[src/rtl/color_select.sv]
// Push-button color selector: per-button 2-FF synchronizer and debouncer feeding a
// priority-resolved, latched color selection with RGB, one-hot and change-pulse outputs.
module color_select #(
   parameter int unsigned DEBOUNCE_CYCLES = 1_000_000,
   parameter logic [2:0]  RESET_COLOR     = 3'b111
) (
   input  logic       clk,
   input  logic       reset,
   input  logic       Black,
   input  logic       Blue,
   input  logic       Green,
   input  logic       Cyan,
   input  logic       Red,
   input  logic       Magenta,
   input  logic       Yellow,
   input  logic       White,
   output logic [2:0] color_rgb,
   output logic [7:0] color_onehot,
   output logic       color_changed
);

   localparam int unsigned   CW      = $clog2(DEBOUNCE_CYCLES);
   localparam logic [CW-1:0] CNT_MAX = CW'(DEBOUNCE_CYCLES - 1);
   localparam logic [CW-1:0] CNT_ONE = CW'(1);

   // Bit index equals the button's RGB code.
   logic [7:0]    btn_s;
   logic [7:0]    sync1_q;
   logic [7:0]    sync2_q;
   logic [7:0]    db_q;
   logic [7:0]    db_d;
   logic [7:0]    db_prev_q;
   logic [CW-1:0] cnt_q [8];
   logic [CW-1:0] cnt_d [8];
   logic [7:0]    press_s;
   logic [2:0]    color_rgb_q;
   logic [2:0]    color_rgb_d;
   logic [7:0]    color_onehot_q;
   logic [7:0]    color_onehot_d;
   logic          color_changed_q;
   logic          color_changed_d;

   assign btn_s = {White, Yellow, Magenta, Red, Cyan, Green, Blue, Black};

   // Per-button debounce counters and accepted levels.
   always_comb begin
      for (int i = 0; i < 8; i++) begin
         cnt_d[i] = cnt_q[i];
         db_d[i]  = db_q[i];
         if (sync2_q[i] == db_q[i]) begin
            cnt_d[i] = '0;
         end else if (cnt_q[i] == CNT_MAX) begin
            db_d[i]  = sync2_q[i];
            cnt_d[i] = '0;
         end else begin
            cnt_d[i] = cnt_q[i] + CNT_ONE;
         end
      end
   end

   // Press events resolve by ascending scan, so the highest code wins.
   always_comb begin
      press_s         = db_q & ~db_prev_q;
      color_rgb_d     = color_rgb_q;
      color_changed_d = 1'b0;
      for (int i = 0; i < 8; i++) begin
         if (press_s[i]) begin
            color_rgb_d = 3'(i);
         end else begin
            color_rgb_d = color_rgb_d;
         end
      end
      if (|press_s) begin
         color_changed_d = (color_rgb_d != color_rgb_q);
      end else begin
         color_changed_d = 1'b0;
      end
      color_onehot_d = 8'd1 << color_rgb_d;
   end

   // State registers; reset also drops any event pending for the next edge.
   always_ff @(posedge clk) begin
      if (reset) begin
         sync1_q         <= 8'h00;
         sync2_q         <= 8'h00;
         db_q            <= 8'h00;
         db_prev_q       <= 8'h00;
         for (int i = 0; i < 8; i++) begin
            cnt_q[i] <= '0;
         end
         color_rgb_q     <= RESET_COLOR;
         color_onehot_q  <= 8'd1 << RESET_COLOR;
         color_changed_q <= 1'b0;
      end else begin
         sync1_q         <= btn_s;
         sync2_q         <= sync1_q;
         db_q            <= db_d;
         db_prev_q       <= db_q;
         for (int i = 0; i < 8; i++) begin
            cnt_q[i] <= cnt_d[i];
         end
         color_rgb_q     <= color_rgb_d;
         color_onehot_q  <= color_onehot_d;
         color_changed_q <= color_changed_d;
      end
   end

   assign color_rgb     = color_rgb_q;
   assign color_onehot  = color_onehot_q;
   assign color_changed = color_changed_q;

endmodule

[config.mk]
export PLATFORM = sky130hd
export DESIGN_NAME = color_select
export DESIGN_NICKNAME = d
export VERILOG_FILES = /design/src/rtl/color_select.sv
export SDC_FILE = /design/constraint.sdc
export NUM_CORES = 1
export LEC_CHECK = 0
export BUFFER_PORTS_ARGS = -buffer_cell sky130_fd_sc_hd__buf_2
export CAP_MARGIN = 25
export CORE_MARGIN = 3
export CORE_UTILIZATION = 60
export DETAILED_ROUTE_END_ITERATION = 16
export PLACE_DENSITY_LB_ADDON = 0.1
export SYNTH_ARGS = -nofsm -noshare
export SYNTH_HDL_FRONTEND = slang
export SYNTH_SLANG_ARGS = --single-unit
export TNS_END_PERCENT = 50
[constraint.sdc]
create_clock -name clk -period 1.91 [get_ports clk]
set_input_delay 0.191 -clock clk [delete_from_list [all_inputs] [get_ports clk]]
set_output_delay 0.191 -clock clk [all_outputs]
set_load 0.02 [all_outputs]
## Word-level counts from Yosys, hierarchy flattened

Memory sizes are Yosys's and may differ from the RTL's.
Cells that the tools add are included.
Widths: inputs -> output; s select.

| cells by class | value |
|---|---|
| add/sub/neg operators | 8 |
| equality and inequality tests | 17 |
| shift-type cells | 1 |
| mux-type cells | 35 |
| bitwise gates (word level) | 19 |
| reductions and logical operators | 10 |

Operator list:

| cell | count |
|---|---|
| $mux 20 | 24 |
| $add 20x1->20 const B | 8 |
| $eq 20x20->1 const B | 8 |
| $mux 3 | 8 |
| $reduce_and 2->1 | 8 |
| $not 1->1 | 9 |
| $and 8x8->8 | 1 |
| $eq 1x1->1 | 8 |
| $not 8->8 | 1 |
| $or 1x1->1 | 8 |
| $reduce_or 8->1 | 1 |
| $shl 1x3->8 const A | 1 |
| $mux 1 | 3 |
| $ne 3x3->1 | 1 |
| $reduce_or 2->1 | 1 |

| storage, ports and cells | value |
|---|---|
| flip-flop bits (word level) | 44 |
| memory bits (writable) | 160 |
| bits of input ports | 10 |
| output and inout port bits | 12 |
| memories | 1 |

Memory list:

| name | words | bits a word | rd ports | clocked after Yosys merged registers in | write ports | line | RTL |
|---|---|---|---|---|---|---|---|
| cnt_q | 8 | 20 | 8 | 0 | 8 | 33 | `logic [CW-1:0] cnt_q [8];` |

## Depth between registers and ports, before layout

Gate-level depths: netlist (run 1).

| logic depth | value |
|---|---|
| word-level depth | 11 |
| gate-level depth with buffers | 9 |
| depth with buffers taken out | 7 |

## Worst setup path after synthesis (run 1)

No wires, ideal clock.

| timing path | value |
|---|---|
| path kind | register to register |
| start | memory cnt_q[1][60] (netlist bit) |
| end | memory cnt_q[1][73] (netlist bit) |
| setup time | 0.115 ns |
| data arrival time | 1.653 ns |
| required time | 1.795 ns |
| setup slack | 0.143 ns |
| stages on the path, launching flop included | 10 |
| period minus slack after synthesis | 1.767 ns |
| cell sequence | dfxtp_1 > ha_1 > nand2_1 > or2_1 > clkbuf_1 > nor4_2 > or2_1 > buf_4 > buf_6 > nor2_1 |

RTL lines:

| item | line |
|---|---|
| start, declared | 33 |

==> impl_metrics.xml, run 1 <==
<?xml version="1.0" encoding="UTF-8"?>
<metrics>
  <group name="placed_design">
    <metric name="placement.io_buffers" unit="">21</metric>
    <metric name="dpl.cell_count" unit="">1123</metric>
    <metric name="dp.final_hpwl" unit="mm">10.2</metric>
    <metric name="place_ws" unit="ns">0.0303</metric>
    <metric name="routability_driven_placement_congestion_ratio" unit="">0.855</metric>
  </group>
  <group name="route">
    <metric name="routedWlPerCell" unit="um">12.6</metric>
    <metric name="avgViaCountPerCell" unit="">5.26</metric>
    <metric name="drt_first_iter_violations" unit="">400</metric>
    <metric name="drtPass1Iterations" unit="">5</metric>
    <metric name="final_antenna_net_count" unit="">0</metric>
    <metric name="drc" unit="">0</metric>
    <metric name="via_count" unit="">6163</metric>
    <metric name="detailed_route_wl" unit="mm">14.8</metric>
  </group>
  <group name="cts">
    <metric name="htree_levels" unit="">1</metric>
    <metric name="clk_transition_reported_paths" unit="ns">0.06</metric>
    <metric name="clock_root_buffer_master" unit="">sky130_fd_sc_hd__clkbuf_16</metric>
    <metric name="insertion_delay" unit="ns">0.48</metric>
    <metric name="cts-root-to-sink-buffers" unit="">3</metric>
    <metric name="numClockSinks" unit="">204</metric>
    <metric name="cts_buffers" unit="">21</metric>
    <metric name="tritoncts" unit="">yes</metric>
  </group>
  <group name="cells_and_area">
    <metric name="antenna_cells_inserted" unit="">0</metric>
    <metric name="drive_gt1_share" unit="%">8.94</metric>
    <metric name="nets" unit="">999</metric>
    <metric name="areaGrowthSynthToFinish" unit="%">14.6</metric>
    <metric name="finish.cell_count_without_fillers" unit="">1171</metric>
  </group>
  <group name="die">
    <metric name="core.rowCount" unit="">42</metric>
    <metric name="die_area" unit="mm^2">0.0153</metric>
    <metric name="die_width" unit="um">124</metric>
    <metric name="num_io_pins" unit="">22</metric>
    <metric name="floorplan.die.height" unit="um">124</metric>
    <metric name="core_area" unit="mm^2">0.0134</metric>
    <metric name="initial_utilization" unit="%">62.2</metric>
  </group>
  <group name="sta">
    <metric name="maxClockFrequency" unit="GHz">0.540</metric>
    <metric name="final.setup.worst_slack" unit="ns">0.0586</metric>
    <metric name="post-route-period-util" unit="%">96.9</metric>
    <metric name="clock-skew-final" unit="ns">0.00898</metric>
    <metric name="timing_hold_violations_final" unit="">0</metric>
    <metric name="max-slew-margin-rel" unit="%">59.9</metric>
    <metric name="finalMaxSlewViolations" unit="">0</metric>
    <metric name="timing.final.crit_period" unit="ns">1.85</metric>
    <metric name="setup-violations-final" unit="">0</metric>
    <metric name="worst-slew-pin-transition" unit="ns">0.601</metric>
    <metric name="rsz0062_at_grt" unit="">true</metric>
  </group>
  <group name="worst_setup_path">
    <metric name="ff2ff_path_depth" unit="">6</metric>
    <metric name="crit-reg2reg-capture" unit="">db_q[3]$_SDFFE_PP0P_</metric>
    <metric name="timing.critical_path.from_type" unit="">flip-flop</metric>
    <metric name="ff2ff_setup_slack" unit="ns">0.06</metric>
    <metric name="setup_crit_path_kind" unit="">reg -&gt; reg</metric>
    <metric name="timing.critical_path.arrival" unit="ns">2.20</metric>
    <metric name="cp.required" unit="ns">2.26</metric>
    <metric name="critical_path.endpoint_type" unit="">flip-flop</metric>
    <metric name="worst_r2r_startpoint" unit="">cnt_q[0][75]$_SDFF_PP0_</metric>
    <metric name="timing.critical_path.fanout_max" unit="">3</metric>
  </group>
  <group name="synth">
    <metric name="syn_avg_cell_area" unit="um^2">8.95</metric>
    <metric name="synth_top_area_share" unit="%">49.0</metric>
    <metric name="synth_cell_type_count" unit="">44</metric>
    <metric name="postSynthNetCount" unit="">949</metric>
    <metric name="synth.most_common_cell" unit="">sky130_fd_sc_hd__dfxtp_1</metric>
    <metric name="synth_async_sr_flop_share" unit="%">0</metric>
    <metric name="synth.largest_area_cell" unit="">sky130_fd_sc_hd__dfxtp_1</metric>
    <metric name="ys_warn_count" unit="">0</metric>
    <metric name="synth-edff-count" unit="">0</metric>
    <metric name="ys_ff_latch" unit="">204</metric>
    <metric name="synth.area.top_cells" unit="">sky130_fd_sc_hd__dfxtp_1, sky130_fd_sc_hd__xor2_1, sky130_fd_sc_hd__nor2_1, sky130_fd_sc_hd__xnor2_1, sky130_fd_sc_hd__nand3_1</metric>
    <metric name="mappedNetlistArea" unit="mm^2">0.00834</metric>
    <metric name="synth.top_cells.by_count" unit="">sky130_fd_sc_hd__dfxtp_1, sky130_fd_sc_hd__nor2_1, sky130_fd_sc_hd__xor2_1, sky130_fd_sc_hd__nand3_1, sky130_fd_sc_hd__nand2_1</metric>
    <metric name="post_synth_inst_count" unit="">931</metric>
    <metric name="synth.yosys.seq_area_share" unit="%">49.0</metric>
    <metric name="synthFlopType" unit="">sky130_fd_sc_hd__dfxtp_1</metric>
  </group>
  <group name="pwr">
    <metric name="design_power_total" unit="uW">8620</metric>
    <metric name="irDropWorstVdd" unit="mV">0.892</metric>
    <metric name="seqPwrFrac" unit="%">49.7</metric>
    <metric name="power.density_cell_area" unit="mW/mm^2">903</metric>
    <metric name="cellInternalPower" unit="uW">6980</metric>
    <metric name="cell_leakage_power" unit="uW">0.00335</metric>
    <metric name="pwr-share-comb" unit="%">1.2</metric>
    <metric name="p_clk_share" unit="%">49.1</metric>
    <metric name="switching_share" unit="%">19.1</metric>
    <metric name="switchingPower" unit="uW">1640</metric>
  </group>
  <group name="hold_path">
    <metric name="worstHoldEndpoint" unit="">db_prev_q[2]$_SDFF_PP0_</metric>
    <metric name="worstHoldPathType" unit="">in -&gt; reg</metric>
    <metric name="min_delay_path_depth" unit="">2</metric>
    <metric name="hold_wc_startpoint" unit="">reset</metric>
  </group>
  <group name="global_route">
    <metric name="grt_first_pass_wirelength" unit="mm">25.7</metric>
    <metric name="maximum_number_of_pins_on_one_net_before_global_route_repair" unit="">32</metric>
    <metric name="antenna_found_initial" unit="">0</metric>
    <metric name="grt_residual_overflow" unit="">0</metric>
    <metric name="grt_pass1_vias" unit="">5980</metric>
    <metric name="grtUsageTotal" unit="%">19.8</metric>
  </group>
  <group name="flow_run">
    <metric name="drv.max_cap_violation_count" unit="">0</metric>
  </group>
  <group name="run_status">
    <metric name="outcome" unit="">completed</metric>
  </group>
</metrics>
cells in the final DEF (no fill, tap or decap), drive strengths merged, types with 8 or more instances in the layout:
master       count
xor2            99
nand2b          10
nor2b           31
and4            11
inv             16
nand4           30
mux2i            8
clkbuf          30
ha               8
o21ai           11
dfxtp          204
nor3            10
buf             44
nor2           203
nor4            10
nand2           63
or3             12
xnor2           49
and3            31
nand3           64
dlygate4sd3      8
worst max-delay path by stage:
stage | slack [ns] | start | to
detailed placement | 0.03 | cnt_q[0][53]$_SDFF_PP0_ | cnt_q[0][59]$_SDFF_PP0_
global route | -0.05 | cnt_q[0][75]$_SDFF_PP0_ | cnt_q[0][65]$_SDFF_PP0_
global placement | 0.12 | cnt_q[0][53]$_SDFF_PP0_ | cnt_q[0][52]$_SDFF_PP0_
finish | 0.06 | cnt_q[0][75]$_SDFF_PP0_ | db_q[3]$_SDFFE_PP0P_
floorplan | 0.14 | cnt_q[1][60]$_SDFF_PP0_ | cnt_q[1][73]$_SDFF_PP0_
CTS | 0.02 | cnt_q[0][53]$_SDFF_PP0_ | cnt_q[0][43]$_SDFF_PP0_
area by class of cell:
class                   count  area, um^2
fillers                  1005        3850
clock inverters             7         110
multi-input cells         686        4090
inverters                  16        60.1
clock buffers              30         619
well taps                 176         220
repair buffers             52         370
flip-flops and latches    204        4080
routing by layer:
| layer | routed length (um) | part of all wire [%] | track usage [%] |
|---|---|---|---|
| met1 | 6880 | 46 | 25.2 |
| met2 | 7160 | 48 | 34.6 |
| met3 | 513 | 3.5 | 3.50 |
| met4 | 262 | 1.8 | 4.91 |
| met5 | 0 | 0 | 0 |
cells by family after synthesis:
group,count (synthesis),share of synthesized area (%)
simple gates,493,28.8
flops,204,49.0
xor+xnor,148,15.6
buf+inv,43,2.46
compound gates,27,2.00
mux,8,0.961
fa+ha+maj,8,1.20
registers in the layout (all words and copies together) (netlist names):
name           count
db_q               8
sync2_q            8
color_rgb          3
color_changed      1
cnt_q            160
sync1_q            8
db_prev_q          8
color_onehot       8
power by group through the flow:
stage                     Sequential [uW]  Clock [uW]  Combinational, uW
after floorplan                      4380           0               63.1
after global placement               4380           0               86.7
after detailed placement             4380           0               89.8
after CTS                            4290        4320                102
after global routing                 4290        4470                117
final                                4290        4230                104
per-stage QoR:
stage | hold WS [ns] | utilization (%) | setup TNS [ns] | area (um^2)
CTS | 0.177 | 70.9 | 0 | 9500
finish | 0.195 | 71.3 | 0 | 9550
global route | 0.238 | 71.3 | -0.783 | 9550
floorplan | 0.319 | - | 0 | 8340
detailed placement | 0.407 | 64.9 | 0 | 8690
global placement | 0.402 | 64.9 | 0 | 8690
repair_timing:
action | 4_1_cts | 5_1_grt
hold buffers | 8 | 0
hold endpoints to repair | 8 | 0
resized for setup | 0 | 5
setup endpoints to repair | 0 | 64
buffers inserted | 0 | 1
critical path, stage by stage (launching register included):
cell and delay (ns):
sky130_fd_sc_hd__dfxtp_1 0.33, sky130_fd_sc_hd__or4b_1 0.57, sky130_fd_sc_hd__nor4_2 0.27, sky130_fd_sc_hd__and3_1 0.21, sky130_fd_sc_hd__buf_4 0.11, sky130_fd_sc_hd__mux2i_1 0.18
sky130_fd_sc_hd__nor2_1 0.05
No activity file was read; power rests on OpenSTA's default activity.
==> run 2, diff against run 1 <==
CELL_PAD_IN_SITES_DETAIL_PLACEMENT = 1   (was unset)
CELL_PAD_IN_SITES_GLOBAL_PLACEMENT = 2   (was unset)
CORE_UTILIZATION = 39   (was 60)
==> run 2 against run 1 <==
Clock-buffer cell count rose by 9. First-iteration DRC count fell by 68%. Die area rose by 51%. Total power rose by 5.1%. Maximum frequency rose by 2.1%. Critical path depth did not move. Clock power rose by 10%. Global-route usage fell by 4.4 points. Highest routed layer unchanged.
==> impl_metrics.xml, run 2 (same netlist as run 1, synthesis figures left out) <==
<?xml version="1.0" encoding="UTF-8"?>
<metrics>
  <group name="run_status">
    <metric name="outcome" unit="">completed</metric>
  </group>
  <group name="worst_setup_path">
    <metric name="crit-reg2reg-capture" unit="">cnt_q[0][46]$_SDFF_PP0_</metric>
    <metric name="timing.critical_path.from_type" unit="">flip-flop</metric>
    <metric name="setup_crit_path_kind" unit="">reg -&gt; reg</metric>
    <metric name="critical_path.endpoint_type" unit="">flip-flop</metric>
    <metric name="worst_r2r_startpoint" unit="">cnt_q[0][50]$_SDFF_PP0_</metric>
    <metric name="ff2ff_path_depth" unit="">6</metric>
    <metric name="timing.critical_path.fanout_max" unit="">5</metric>
    <metric name="ff2ff_setup_slack" unit="ns">0.1</metric>
    <metric name="cpLargestDelayFamily" unit="">simple AND/OR/NAND/NOR gates</metric>
    <metric name="cpPeakStageDelay" unit="ns">0.51</metric>
    <metric name="timing.critical_path.arrival" unit="ns">2.21</metric>
    <metric name="cp.required" unit="ns">2.30</metric>
    <metric name="crit_path_cell_trace" unit="">or4_1, nor4_1, nand4_1, nor2_4, or3_4, nor2_1</metric>
    <metric name="crit_buf_inv" unit="">0</metric>
    <metric name="critical-path-slowest-cell" unit="">sky130_fd_sc_hd__or4_1</metric>
  </group>
  <group name="sta">
    <metric name="rsz0062_at_grt" unit="">false</metric>
    <metric name="post-route-period-util" unit="%">95.0</metric>
    <metric name="timing_hold_violations_final" unit="">0</metric>
    <metric name="clock-skew-final" unit="ns">0.0124</metric>
    <metric name="finalMaxSlewViolations" unit="">0</metric>
    <metric name="setup-violations-final" unit="">0</metric>
    <metric name="fin_setup_tns" unit="ns">0</metric>
    <metric name="worst-slew-pin-transition" unit="ns">0.629</metric>
    <metric name="max-slew-margin-rel" unit="%">58.1</metric>
    <metric name="timing.final.crit_period" unit="ns">1.81</metric>
    <metric name="maxClockFrequency" unit="GHz">0.551</metric>
  </group>
  <group name="pwr">
    <metric name="cellInternalPower" unit="uW">7260</metric>
    <metric name="switching_share" unit="%">19.9</metric>
    <metric name="power.density_cell_area" unit="mW/mm^2">917</metric>
    <metric name="switchingPower" unit="uW">1800</metric>
    <metric name="p_clk_share" unit="%">51.4</metric>
    <metric name="irDropWorstVdd" unit="mV">0.632</metric>
    <metric name="cell_leakage_power" unit="uW">0.00346</metric>
    <metric name="seqPwrFrac" unit="%">47.3</metric>
    <metric name="pwr-share-comb" unit="%">1.3</metric>
  </group>
  <group name="cells_and_area">
    <metric name="leading_cell_type_in_the_layout_fill_and_taps_excluded" unit="">sky130_fd_sc_hd__dfxtp_1</metric>
    <metric name="nets" unit="">1009</metric>
    <metric name="largest-register" unit="">cnt_q</metric>
    <metric name="sequential_cell_area" unit="mm^2">0.00409</metric>
    <metric name="finish.instance_area" unit="mm^2">0.00988</metric>
    <metric name="drive_gt1_share" unit="%">10.4</metric>
    <metric name="filler_cell_count" unit="">2368</metric>
    <metric name="areaGrowthSynthToFinish" unit="%">18.5</metric>
    <metric name="largest_reg_flops" unit="">160</metric>
    <metric name="most-common-layout-cells" unit="">sky130_fd_sc_hd__dfxtp_1, sky130_fd_sc_hd__nor2_1, sky130_fd_sc_hd__xor2_1, sky130_fd_sc_hd__nand3_1, sky130_fd_sc_hd__nand2_1</metric>
    <metric name="multi_input_comb_area" unit="mm^2">0.00414</metric>
    <metric name="antenna_cells_inserted" unit="">0</metric>
  </group>
  <group name="die">
    <metric name="core_area" unit="mm^2">0.0206</metric>
    <metric name="num_io_pins" unit="">22</metric>
    <metric name="die_area" unit="mm^2">0.0232</metric>
    <metric name="floorplan.die.height" unit="um">152</metric>
    <metric name="initial_utilization" unit="%">40.4</metric>
    <metric name="core.rowCount" unit="">52</metric>
    <metric name="die_width" unit="um">152</metric>
  </group>
  <group name="route">
    <metric name="detailed_route_wl" unit="mm">18.2</metric>
    <metric name="drt_first_iter_violations" unit="">129</metric>
    <metric name="final_antenna_net_count" unit="">0</metric>
    <metric name="avgViaCountPerCell" unit="">4.98</metric>
    <metric name="routedWlPerCell" unit="um">14.2</metric>
    <metric name="via_count" unit="">6360</metric>
    <metric name="drc" unit="">0</metric>
    <metric name="drtPass1Iterations" unit="">4</metric>
  </group>
  <group name="global_route">
    <metric name="grt_residual_overflow" unit="">0</metric>
    <metric name="grtUsageTotal" unit="%">15.4</metric>
    <metric name="maximum_number_of_pins_on_one_net_before_global_route_repair" unit="">30</metric>
    <metric name="antenna_found_initial" unit="">0</metric>
    <metric name="grt_first_pass_wirelength" unit="mm">31.3</metric>
    <metric name="grt_pass1_vias" unit="">6682</metric>
  </group>
  <group name="flow_run">
    <metric name="drv.max_cap_violation_count" unit="">0</metric>
  </group>
  <group name="cts">
    <metric name="clk_transition_reported_paths" unit="ns">0.06</metric>
    <metric name="tritoncts" unit="">yes</metric>
    <metric name="htree_levels" unit="">1</metric>
    <metric name="insertion_delay" unit="ns">0.51</metric>
    <metric name="numClockSinks" unit="">204</metric>
    <metric name="cts-root-to-sink-buffers" unit="">3</metric>
    <metric name="cts_buffers" unit="">24</metric>
    <metric name="clock_root_buffer_master" unit="">sky130_fd_sc_hd__clkbuf_16</metric>
  </group>
  <group name="hold_path">
    <metric name="hold_wc_startpoint" unit="">reset</metric>
    <metric name="worstHoldEndpoint" unit="">sync1_q[6]$_SDFF_PP0_</metric>
    <metric name="min_delay_path_depth" unit="">2</metric>
    <metric name="worstHoldPathType" unit="">in -&gt; reg</metric>
  </group>
  <group name="placed_design">
    <metric name="placedInstanceArea" unit="mm^2">0.00889</metric>
    <metric name="dp.final_hpwl" unit="mm">12.3</metric>
    <metric name="routability_driven_placement_congestion_ratio" unit="">0.768</metric>
    <metric name="placement.io_buffers" unit="">21</metric>
  </group>
</metrics>
## run 2: worst max path at each step
| stage | endpoint | start | depth (start not counted) |
|---|---|---|---|
| floorplan | cnt_q[1][73]$_SDFF_PP0_ | cnt_q[1][60]$_SDFF_PP0_ | 9 |
| global placement | cnt_q[0][53]$_SDFF_PP0_ | cnt_q[0][50]$_SDFF_PP0_ | 6 |
| detailed placement | cnt_q[0][59]$_SDFF_PP0_ | cnt_q[0][50]$_SDFF_PP0_ | 6 |
| CTS | cnt_q[0][56]$_SDFF_PP0_ | cnt_q[0][50]$_SDFF_PP0_ | 6 |
| global route | cnt_q[0][58]$_SDFF_PP0_ | cnt_q[0][48]$_SDFF_PP0_ | 6 |
| finish | cnt_q[0][46]$_SDFF_PP0_ | cnt_q[0][50]$_SDFF_PP0_ | 6 |
## run 2: per-stage QoR
stage	total power (uW)	setup slack, ns	hold WS, ns	utilization (%)	instances
6_report	9060	0.0961	0.190	47.9	1278
5_1_grt	9430	0.00888	0.221	47.9	1278
4_1_cts	9210	0.0528	0.163	47.5	1275
3_5_place_dp	4480	0.0722	0.410	43.1	1224
3_3_place_gp	4480	0.115	0.408	43.1	1224
2_1_floorplan	4440	0.143	0.319	-	931
## run 2: routing by layer
layer  vias to the layer above  global-route usage (%)  part of all wire (%)
met2                        52                    27.0                    48
met1                      3064                    19.5                    47
met5                         -                       0                     0
met4                         0                    4.20                   2.1
li1                       3218                       -                     -
met3                        26                    2.70                   2.6
## run 2: repair_timing
item,in CTS,in global routing
endpoints found under the setup margin,0,73
resized for setup,0,16
buffers inserted,0,0
hold buffers,8,0
endpoints found under the hold margin,8,0
## run 2: cell type report
| cell class | instances | area share (%) |
|---|---|---|
| Timing Repair Buffer | 58 | 4.46 |
| Clock inverter | 4 | 0.734 |
| Inverter | 16 | 0.608 |
| Tap cell | 270 | 3.42 |
| Multi-Input combinational cell | 687 | 41.9 |
| Clock buffer | 39 | 7.57 |
| Sequential cell | 204 | 41.3 |
## run 2: power groups by stage
stage                     sequential, uW  combinational (uW)  clock [uW]
after detailed placement            4380                99.0           0
final                               4290                 115        4660
after floorplan                     4380                63.1           0
after global placement              4380                95.0           0
after global routing                4290                 128        5010
after CTS                           4290                 112        4810
